$ cat config.mk
export PLATFORM = sky130hd
export DESIGN_NAME = rf_write_arbiter
export DESIGN_NICKNAME = d
export VERILOG_FILES = /design/src/rtl/rf_ctrl_pkg.sv /design/src/rtl/rf_write_arbiter_rr_picker.sv /design/src/rtl/rf_write_arbiter.sv
export SDC_FILE = /design/constraint.sdc
export NUM_CORES = 1
export LEC_CHECK = 0
export ABC_AREA = 1
export CORE_UTILIZATION = 42
export CTS_BUF_LIST = sky130_fd_sc_hd__clkbuf_8
export CTS_CLUSTER_SIZE = 16
export DETAILED_ROUTE_END_ITERATION = 10
export PLACE_DENSITY_LB_ADDON = 0.05
export SYNTH_ARGS = -nofsm -noshare
export SYNTH_HDL_FRONTEND = slang
export SYNTH_SLANG_ARGS = --single-unit
export TNS_END_PERCENT = 20
$ cat constraint.sdc
create_clock -name Clk -period 1.9 [get_ports Clk]
set_clock_uncertainty 0.2 [all_clocks]
set_input_delay 0.285 -clock Clk [delete_from_list [all_inputs] [get_ports Clk]]
set_output_delay 0.285 -clock Clk [all_outputs]
set_load 0.005 [all_outputs]
$ cat src/rtl/rf_ctrl_pkg.sv
// Shared types and constants for the register-file write-port control slice.
package rf_ctrl_pkg;

    localparam int RF_AW = 5;
    localparam int RF_DW = 32;

    typedef enum logic {
        IDLE  = 1'b0,
        CLEAR = 1'b1
    } state_t;

    // Index of the set bit in a one-hot vector (up to eight requesters).
    function automatic logic [2:0] onehot_to_idx(input logic [7:0] onehot);
        logic [2:0] idx;
        idx = '0;
        for (int i = 0; i < 8; i++) begin
            if (onehot[i]) idx = 3'(i);
        end
        return idx;
    endfunction

endpackage

$ cat src/rtl/rf_write_arbiter_rr_picker.sv
// Round-robin picker: first eligible requester at or above the pointer,
// wrapping to the lowest eligible index below it.
module rr_picker #(
    parameter int NREQ = 3,
    parameter int PW   = (NREQ > 1) ? $clog2(NREQ) : 1
) (
    input  logic [NREQ-1:0] i_eligible,
    input  logic [PW-1:0]   i_ptr,
    output logic [NREQ-1:0] o_grant,
    output logic            o_valid
);

    logic [NREQ-1:0] w_grant_hi;
    logic [NREQ-1:0] w_grant_lo;
    logic            w_hi_found;
    logic            w_lo_found;

    // Search the upper segment [ptr, NREQ) and the wrapped segment [0, ptr) separately.
    always_comb begin
        // NOTE: every combinational output gets a default first so no path
        // leaves it unassigned, which would otherwise infer a latch.
        w_grant_hi = '0;
        w_grant_lo = '0;
        w_hi_found = 1'b0;
        w_lo_found = 1'b0;
        for (int i = 0; i < NREQ; i++) begin
            if (!w_hi_found && i_eligible[i] && (i >= int'(i_ptr))) begin
                w_grant_hi[i] = 1'b1;
                w_hi_found    = 1'b1;
            end
        end
        for (int i = 0; i < NREQ; i++) begin
            if (!w_lo_found && i_eligible[i] && (i < int'(i_ptr))) begin
                w_grant_lo[i] = 1'b1;
                w_lo_found    = 1'b1;
            end
        end
        o_grant = w_hi_found ? w_grant_hi : w_grant_lo;
        o_valid = w_hi_found | w_lo_found;
    end

endmodule

$ cat src/rtl/rf_write_arbiter.sv
// Shares the register-file write port among NREQ requesters (round robin,
// registered ack) and runs a hardware sweep that writes zero to every register.
module rf_write_arbiter
    import rf_ctrl_pkg::*;
#(
    parameter int NREQ         = 3,
    parameter int AW           = RF_AW,
    parameter int DW           = RF_DW,
    parameter int ZERO_PROTECT = 0
) (
    input  logic               Clk,
    input  logic               Rst,
    input  logic [NREQ-1:0]    Req,
    input  logic [NREQ*AW-1:0] ReqAddr,
    input  logic [NREQ*DW-1:0] ReqData,
    output logic [NREQ-1:0]    Ack,
    input  logic               ClearReq,
    output logic               ClearBusy,
    output logic               ClearDone,
    output logic               WRF,
    output logic [AW-1:0]      WriteRegAddr,
    output logic [DW-1:0]      WriteRegData
);

    localparam int PW = (NREQ > 1) ? $clog2(NREQ) : 1;
    localparam int CW = AW + 1;
    // Sweep counter counts issued clear writes; reaching this value means the
    // write to the last address is on the port this cycle.
    localparam logic [CW-1:0] SWEEP_LEN = {1'b1, {AW{1'b0}}};

    state_t          r_state;
    state_t          w_state_nxt;
    logic [PW-1:0]   r_ptr,  w_ptr_nxt;
    logic [CW-1:0]   r_cnt,  w_cnt_nxt;
    logic [NREQ-1:0] r_ack,  w_ack_nxt;
    logic            r_wrf,  w_wrf_nxt;
    logic [AW-1:0]   r_addr, w_addr_nxt;
    logic [DW-1:0]   r_data, w_data_nxt;
    logic            r_busy, w_busy_nxt;
    logic            r_done, w_done_nxt;

    logic [NREQ-1:0] w_eligible;
    logic [NREQ-1:0] w_grant;
    logic            w_valid;
    logic [2:0]      w_win_idx;
    logic [AW-1:0]   w_win_addr;
    logic [DW-1:0]   w_win_data;

    // A requester acked this cycle is still holding Req; mask it so it is not granted twice.
    assign w_eligible = Req & ~r_ack;

    rr_picker #(
        .NREQ (NREQ),
        .PW   (PW)
    ) u_picker (
        .i_eligible (w_eligible),
        .i_ptr      (r_ptr),
        .o_grant    (w_grant),
        .o_valid    (w_valid)
    );

    assign w_win_idx = onehot_to_idx(8'(w_grant));

    // Select the winning requester's address and data.
    always_comb begin
        w_win_addr = '0;
        w_win_data = '0;
        for (int i = 0; i < NREQ; i++) begin
            if (w_grant[i]) begin
                w_win_addr = ReqAddr[i*AW +: AW];
                w_win_data = ReqData[i*DW +: DW];
            end
        end
    end

    // State register.
    always_ff @(posedge Clk or posedge Rst) begin
        // NOTE: sequential state uses non-blocking assignments so every
        // register samples the pre-edge values regardless of block order.
        if (Rst) r_state <= IDLE;
        else     r_state <= w_state_nxt;
    end

    // Next-state: a clear request wins in IDLE; the sweep ends once the last address has been issued.
    always_comb begin
        w_state_nxt = r_state;
        case (r_state)
            IDLE:    if (ClearReq) w_state_nxt = CLEAR;
            CLEAR:   if (r_cnt == SWEEP_LEN) w_state_nxt = IDLE;
            default: w_state_nxt = IDLE;
        endcase
    end

    // Output/datapath next values: sweep write, arbitrated grant, or idle with address/data held.
    always_comb begin
        w_ptr_nxt  = r_ptr;
        w_cnt_nxt  = r_cnt;
        w_ack_nxt  = '0;
        w_wrf_nxt  = 1'b0;
        w_addr_nxt = r_addr;
        w_data_nxt = r_data;
        w_busy_nxt = 1'b0;
        w_done_nxt = 1'b0;
        case (r_state)
            IDLE: begin
                if (ClearReq) begin
                    w_wrf_nxt  = 1'b1;
                    w_addr_nxt = '0;
                    w_data_nxt = '0;
                    w_busy_nxt = 1'b1;
                    w_cnt_nxt  = CW'(1);
                end else if (w_valid) begin
                    w_ack_nxt  = w_grant;
                    w_wrf_nxt  = !((ZERO_PROTECT != 0) && (w_win_addr == '0));
                    w_addr_nxt = w_win_addr;
                    w_data_nxt = w_win_data;
                    w_ptr_nxt  = (int'(w_win_idx) == NREQ - 1) ? '0 : PW'(w_win_idx + 3'd1);
                end
            end
            CLEAR: begin
                if (r_cnt == SWEEP_LEN) begin
                    w_done_nxt = 1'b1;
                    w_cnt_nxt  = '0;
                end else begin
                    w_wrf_nxt  = 1'b1;
                    w_addr_nxt = r_cnt[AW-1:0];
                    w_data_nxt = '0;
                    w_busy_nxt = 1'b1;
                    w_cnt_nxt  = r_cnt + CW'(1);
                end
            end
            default: ;
        endcase
    end

    // Output and datapath registers; reset aborts any sweep or pending ack.
    always_ff @(posedge Clk or posedge Rst) begin
        if (Rst) begin
            r_ptr  <= '0;
            r_cnt  <= '0;
            r_ack  <= '0;
            r_wrf  <= 1'b0;
            r_addr <= '0;
            r_data <= '0;
            r_busy <= 1'b0;
            r_done <= 1'b0;
        end else begin
            r_ptr  <= w_ptr_nxt;
            r_cnt  <= w_cnt_nxt;
            r_ack  <= w_ack_nxt;
            r_wrf  <= w_wrf_nxt;
            r_addr <= w_addr_nxt;
            r_data <= w_data_nxt;
            r_busy <= w_busy_nxt;
            r_done <= w_done_nxt;
        end
    end

    assign Ack          = r_ack;
    assign WRF          = r_wrf;
    assign WriteRegAddr = r_addr;
    assign WriteRegData = r_data;
    assign ClearBusy    = r_busy;
    assign ClearDone    = r_done;

endmodule

* After elaboration in Yosys (flattened, before gate mapping)
Index checks and enable logic that the tools add are counted.
** Word-level totals
- Register bits after elaboration :: 51
- Logic and storage cells :: 84
** Operators by class
- Reduce and logical (&&, ||, !) cells :: 16
- Add/subtract/negate cells :: 2
- Eq/ne operators :: 5
- Multiplexer cells :: 42
- Bitwise gates (word level) :: 5
- Order comparisons :: 6
** Operators with widths (count)
- $mux 32 :: 6
- $pmux 32 s2 :: 1
- $mux 5 :: 6
- $mux 1 :: 17
- $mux 3 :: 4
- $mux 6 :: 2
- $pmux 6 s2 :: 1
- $logic_and 1x1->1 :: 10
- $pmux 5 s2 :: 1
- $add 6x1->6 const B :: 1
- $eq 6x6->1 const B :: 1
- $ge 1x2->1 const A :: 2
- $logic_not 1->1 :: 4
- $lt 1x2->1 const A :: 2
- $mux 2 :: 2
- $ne 2x2->1 const B :: 2
- $pmux 1 s2 :: 2
- $and 3x3->3 :: 1
- $eq 3x3->1 const B :: 1
- $ne 3x2->1 const B :: 1
- $not 3->3 :: 1
- $reduce_and 3->1 :: 1
- $add 2x1->2 const B :: 1
- $ge 2x2->1 const A :: 1
- other kinds (4) :: 5

* Depth between registers and ports, before layout
- Word-level depth :: 19
- Depth in mapped cells :: 12
- Depth with buffers taken out :: 10

* Cells and area by module
Synthesis repeated with hierarchy kept, for this count alone.
** Unflattened totals
- Cell total of the unflattened synthesis :: 441
- Area total of the unflattened synthesis :: 2984.1 µm²
** By module, submodules not included
- rf_write_arbiter :: cells each 421, times used 1, area each 2897.8 µm²
- rr_picker :: cells each 20, times used 1, area each 86.3 µm²

* Least setup slack after synthesis
OpenSTA, ideal clock, no wires.
- Path kind :: register to register
- Start point :: reg r_ack[2], in the netlist Ack[2]
- End point :: reg r_data[4], in the netlist WriteRegData[4]
- Cell stages (with the launch flop) :: 13
- Path buffers :: 2
- Path slack :: 0.183 ns
- Clock period less this slack :: 1.717 ns
- Data arrival time :: 1.400 ns
- Data required time :: 1.583 ns
- Cells stage by stage :: dfrtp_1 -> inv_1 -> nand2_2 -> nor2_2 -> nand3_1 -> nand2_1 -> nand2_1 -> buf_4 -> buf_2 -> nand2_1 -> nand3_2 -> nand2_1 -> nand2_1
** Between the ends
- Cells in the longest elaborated chain, start to end :: 12
- Elaborated cells on any way between the ends :: 20
** RTL lines
- start: declaration :: RTL line rf_write_arbiter.sv:35 : logic [NREQ-1:0] r_ack, w_ack_nxt;
- start signal: assignment :: RTL line rf_write_arbiter.sv:150 : r_ack <= w_ack_nxt;
- $not 3->3 * :: RTL line rf_write_arbiter.sv:50 : assign w_eligible = Req & ~r_ack;
- $and 3x3->3 * :: RTL line rf_write_arbiter.sv:50
- $logic_and 1x1->1 (2 in a row) :: RTL line rf_write_arbiter_rr_picker.sv:27 : if (!w_hi_found && i_eligible[i] && (i >= int'(i_ptr))) begin
- $mux 1 :: RTL line rf_write_arbiter_rr_picker.sv:27
- $mux 3 :: RTL line rf_write_arbiter_rr_picker.sv:38 : o_grant = w_hi_found ? w_grant_hi : w_grant_lo;
- $mux 32 (3 in a row) :: RTL line rf_write_arbiter.sv:69 : if (w_grant[i]) begin
- $mux 32 :: RTL line rf_write_arbiter.sv:112 : end else if (w_valid) begin
- $mux 32 :: RTL line rf_write_arbiter.sv:106 : if (ClearReq) begin
- $pmux 32 s2 :: RTL line rf_write_arbiter.sv:104 : case (r_state)
- end signal: assignment :: RTL line rf_write_arbiter.sv:153 : r_data <= w_data_nxt;
- end: declaration :: RTL line rf_write_arbiter.sv:38 : logic [DW-1:0] r_data, w_data_nxt;
Mark *: on every way between the ends. The rest lies on a longest branch, timed or not. The select of a mux whose other input is x is not followed.
A chain may end at the register's enable or synchronous reset.

* Final worst setup path
- Start point :: in Req[0]
- End point :: reg r_addr[1], in the netlist WriteRegAddr[1]
** Between the ends
- Cells in the longest elaborated chain, start to end :: 18
- Elaborated cells on any way between the ends :: 35
** RTL lines
- start: declaration :: RTL line rf_write_arbiter.sv:13 : input logic [NREQ-1:0] Req,
- $and 3x3->3 * :: RTL line rf_write_arbiter.sv:50
- $logic_and 1x1->1 :: RTL line rf_write_arbiter_rr_picker.sv:27
- $mux 1 :: RTL line rf_write_arbiter_rr_picker.sv:27
- $logic_not 1->1 :: RTL line rf_write_arbiter_rr_picker.sv:27
- $logic_and 1x1->1 (2 in a row) :: RTL line rf_write_arbiter_rr_picker.sv:27
- $mux 1 :: RTL line rf_write_arbiter_rr_picker.sv:27
- $logic_not 1->1 :: RTL line rf_write_arbiter_rr_picker.sv:27
- $logic_and 1x1->1 (2 in a row) :: RTL line rf_write_arbiter_rr_picker.sv:27
- $mux 1 :: RTL line rf_write_arbiter_rr_picker.sv:27
- $mux 3 :: RTL line rf_write_arbiter_rr_picker.sv:38
- $mux 5 (3 in a row) :: RTL line rf_write_arbiter.sv:69
- $mux 5 :: RTL line rf_write_arbiter.sv:112
- $mux 5 :: RTL line rf_write_arbiter.sv:106
- $pmux 5 s2 :: RTL line rf_write_arbiter.sv:104
- end signal: assignment :: RTL line rf_write_arbiter.sv:152 : r_addr <= w_addr_nxt;
- end: declaration :: RTL line rf_write_arbiter.sv:37 : logic [AW-1:0] r_addr, w_addr_nxt;
Marks and branches as above.

==> flow_metrics.env <==
export IMPL_numCtsBuffers=5
export IMPL_setup_viol=0
export IMPL_cp_data_required_time_ps=1920
export IMPL_relSlewSlack_pct=80.95
export IMPL_fmax_mhz=546.1
export IMPL_yosysUniqueCellTypes=29
export IMPL_async_flop_share_pct=100.0
export IMPL_r2r_end="WriteRegData[9]"
export IMPL_cts_root_buf="clkbuf_8"
export IMPL_cts_sinks=51
export IMPL_vias_per_cell=4.722
export IMPL_initial_core_util_pct=44.59
export IMPL_drt_wl_total_um=9234
export IMPL_rsz0062_at_grt="true"
export IMPL_io_pins=160
export IMPL_powerDensity_mw_per_mm2=837.0
export IMPL_syn_area_mm2=0.003303
export IMPL_globalplace_congestion=0.8274
export IMPL_clkLatencyLatePin_ps=300
export IMPL_dpl_worst_slack_ps=-298.0
export IMPL_hold_viol_final=0
export IMPL_final_core_util_pct=70.85
export IMPL_synthCells=422
export IMPL_yosysWarnings=0
export IMPL_ant_nets=0
export IMPL_io_buffers=159
export IMPL_final_cell_mix="nand2_1 (199), clkdlybuf4s50_1 (158), dfrtp_1 (50)"
export IMPL_nets=709
export IMPL_die_h_um=90.69
export IMPL_critical_path_slowest_cell="clkdlybuf4s50_1"
export IMPL_slowest_delay_ps=450
export IMPL_synth_flop_cell="dfrtp_1"
export IMPL_worstPathArrival_ps=1850
export IMPL_grt_pass1_wl_um=15130
export IMPL_synth_xor_area_share_pct=0.7955
export IMPL_startpoint_type="input port"
export IMPL_core_area_mm2=0.007408
export IMPL_synthAdderAreaFrac_pct=0.7576
export IMPL_worst_pin_slew_ps=285.5
export IMPL_hpwl_um=7064
export IMPL_synth_top_family_by_area="simple AND/OR/NAND/NOR gates"
export IMPL_critical_path_startpoint="Req[0]"
export IMPL_drive_gt1_share_pct=19.12
export IMPL_avgSynthCellArea_um2=7.827
export IMPL_synth_compound_area_share_pct=1.894
export IMPL_muxShareOfSynthArea_pct=0
export IMPL_hp_class="input port to async pin"
export IMPL_antenna_cells=0
export IMPL_reg2reg_slack_ps=70
export IMPL_seq_area_frac_synth_pct=38.64
export IMPL_crit_path_frequent_cell="nand2_1"
export IMPL_grt_overflow=0
export IMPL_layout_commonest_cell="nand2_1"
export IMPL_grt_pass1_vias=3218
export IMPL_r2r_start="r_ptr[0]"
export IMPL_drc=0
export IMPL_synth_simple_gate_area_share_pct=50.34
export IMPL_wl_per_cell_um=13.38
export IMPL_timing_final_max_slew_violations=0
export IMPL_timing_final_ws_setup_ps=68.81
export IMPL_period_needed_ps=1831
export IMPL_cts_max_path_buffers=2
export IMPL_power_leakage_uw=0.002706
export IMPL_vdd_drop_max_v=0.0004533
export IMPL_die_area_mm2=0.008224
export IMPL_synth_edf_count=0
export IMPL_dr_pass1_iters=4
export IMPL_critPathTopFamily="simple AND/OR/NAND/NOR gates"
export IMPL_rows=31
export IMPL_crit_chain="clkdlybuf4s50_1 > inv_1 > nor2_4 > nand2_2 > nand3_1 > nand2_1 > nand2_1 > buf_12 > nand2_1 > nand3_1 > nand2_1 > a21oi_1"
export IMPL_cts_tree="yes"
export IMPL_grt_max_degree=52
export IMPL_crit_path_end_kind="register"
export IMPL_min_period_over_period_pct=96.38
export IMPL_die_w_um=90.69
export IMPL_worstSetupPathType="input port to register"
export IMPL_drtIter0Drc=111
export IMPL_instances_no_fill=690
export IMPL_fill_cells=611
export IMPL_grtUsageTotal_pct=22.91
export IMPL_path_clk_slew_ps=90
export IMPL_num_vias=3258
export IMPL_power_uw=4393
export IMPL_r2r_cells=11
export IMPL_status="finished, final reports clean"
export IMPL_drv_cap=0
export IMPL_antenna_found_initial=0
export IMPL_syn_to_final_growth_pct=58.90
export IMPL_crit_path_max_fanout=17
export IMPL_synth_nets=541
export IMPL_dpl_cell_count=682
export IMPL_ys_ff_latch=51
export IMPL_critPathBufInv=3
export IMPL_cts_max_level=2
worst max path at each step:
stage	end	slack (ps)	cells after the start
floorplan	WriteRegData[4]	180	12
global placement	WriteRegData[10]	-200	11
detailed placement	WriteRegData[10]	-300	10
CTS	WriteRegData[10]	20	10
global route	WriteRegAddr[1]	-40	10
finish	WriteRegAddr[1]	70	12
timing repair:
action / CTS / global route
setup buffers: 0 / 0
hold buffers: 0 / 0
pin swaps: 0 / 2
endpoints found under the setup margin: 1 / 38
gates resized for setup: 1 / 11
worst reg2reg max path: stages, from the launching register on:
cell and delay, ps:
dfrtp_1 430, nor2_2 170, inv_1 70, nand2_1 90, o21ai_2 80, nand2_2 80, and2_4 190, buf_12 220
nand2_1 80, nand3_1 70, nand2_1 50, nand2_1 50
state kept, by name (all words and copies together) (netlist names):
signal        flops
WriteRegData     32
r_cnt             6
WriteRegAddr      5
Ack               3
r_ptr             2
ClearBusy         1
ClearDone         1
WRF               1
layout make-up:
type	instances	area (µm²)	share of cell area, %
Sequential cell	51	1277	24.34
Clock buffer	5	68.82	1.311
Tap cell	99	123.9	2.360
Timing Repair Buffer	181	1878	35.78
Inverter	25	93.84	1.788
Multi-Input combinational cell	326	1794	34.18
Clock inverter	3	12.51	0.2384
through the flow:
| step | area, µm² | setup TNS [ps] | hold WS [ps] |
|---|---|---|---|
| 6_report | 5249 | 0 | 143.4 |
| 2_1_floorplan | 3303 | 0 | 266.0 |
| 3_3_place_gp | 5127 | -5663 | 259.9 |
| 5_1_grt | 5249 | -185.9 | 166.9 |
| 3_5_place_dp | 5127 | -8674 | 263.8 |
| 4_1_cts | 5210 | 0 | 156.9 |
synth_stat cells (2+ instances only):
library cell	n	area, µm²
nor3_1	2	10.01
nand3_2	30	300.3
nand2_1	202	758.2
xor2_1	2	17.52
inv_2	5	18.77
clkbuf_1	3	11.26
buf_4	2	15.01
o22ai_1	3	18.77
buf_2	11	55.05
nand2_4	30	337.8
nor2_1	9	33.78
nand2_2	3	18.77
nand3_1	24	120.1
dfrtp_1	51	1276
o21ai_0	4	20.02
buf_12	3	60.06
ha_1	2	25.02
a21oi_1	2	10.01
inv_1	20	75.07
nor2_2	5	31.28
power by group:
part,switching (µW),internal (µW),leakage [µW]
Combinational,1260,1150,0.00198
Sequential,134,1250,0.000676
Clock,349,249,0.0000505
routing by layer:
metal	vias to the layer above	wire length [µm]	global-route usage [%]
li1	1638	-	-
met4	0	133	6.317
met3	10	786	6.397
met2	123	4547	40.78
met1	1487	3766	26.76
met5	-	0	0
kinds of logic after synthesis:
family,Yosys count
and+or+nand+nor,310
DFF,51
buffers and inverters,45
AOI/OAI and AO/OA,11
xor gates and xnor gates,3
adders and majority gates,2
No activity file was read; power rests on OpenSTA's default activity.
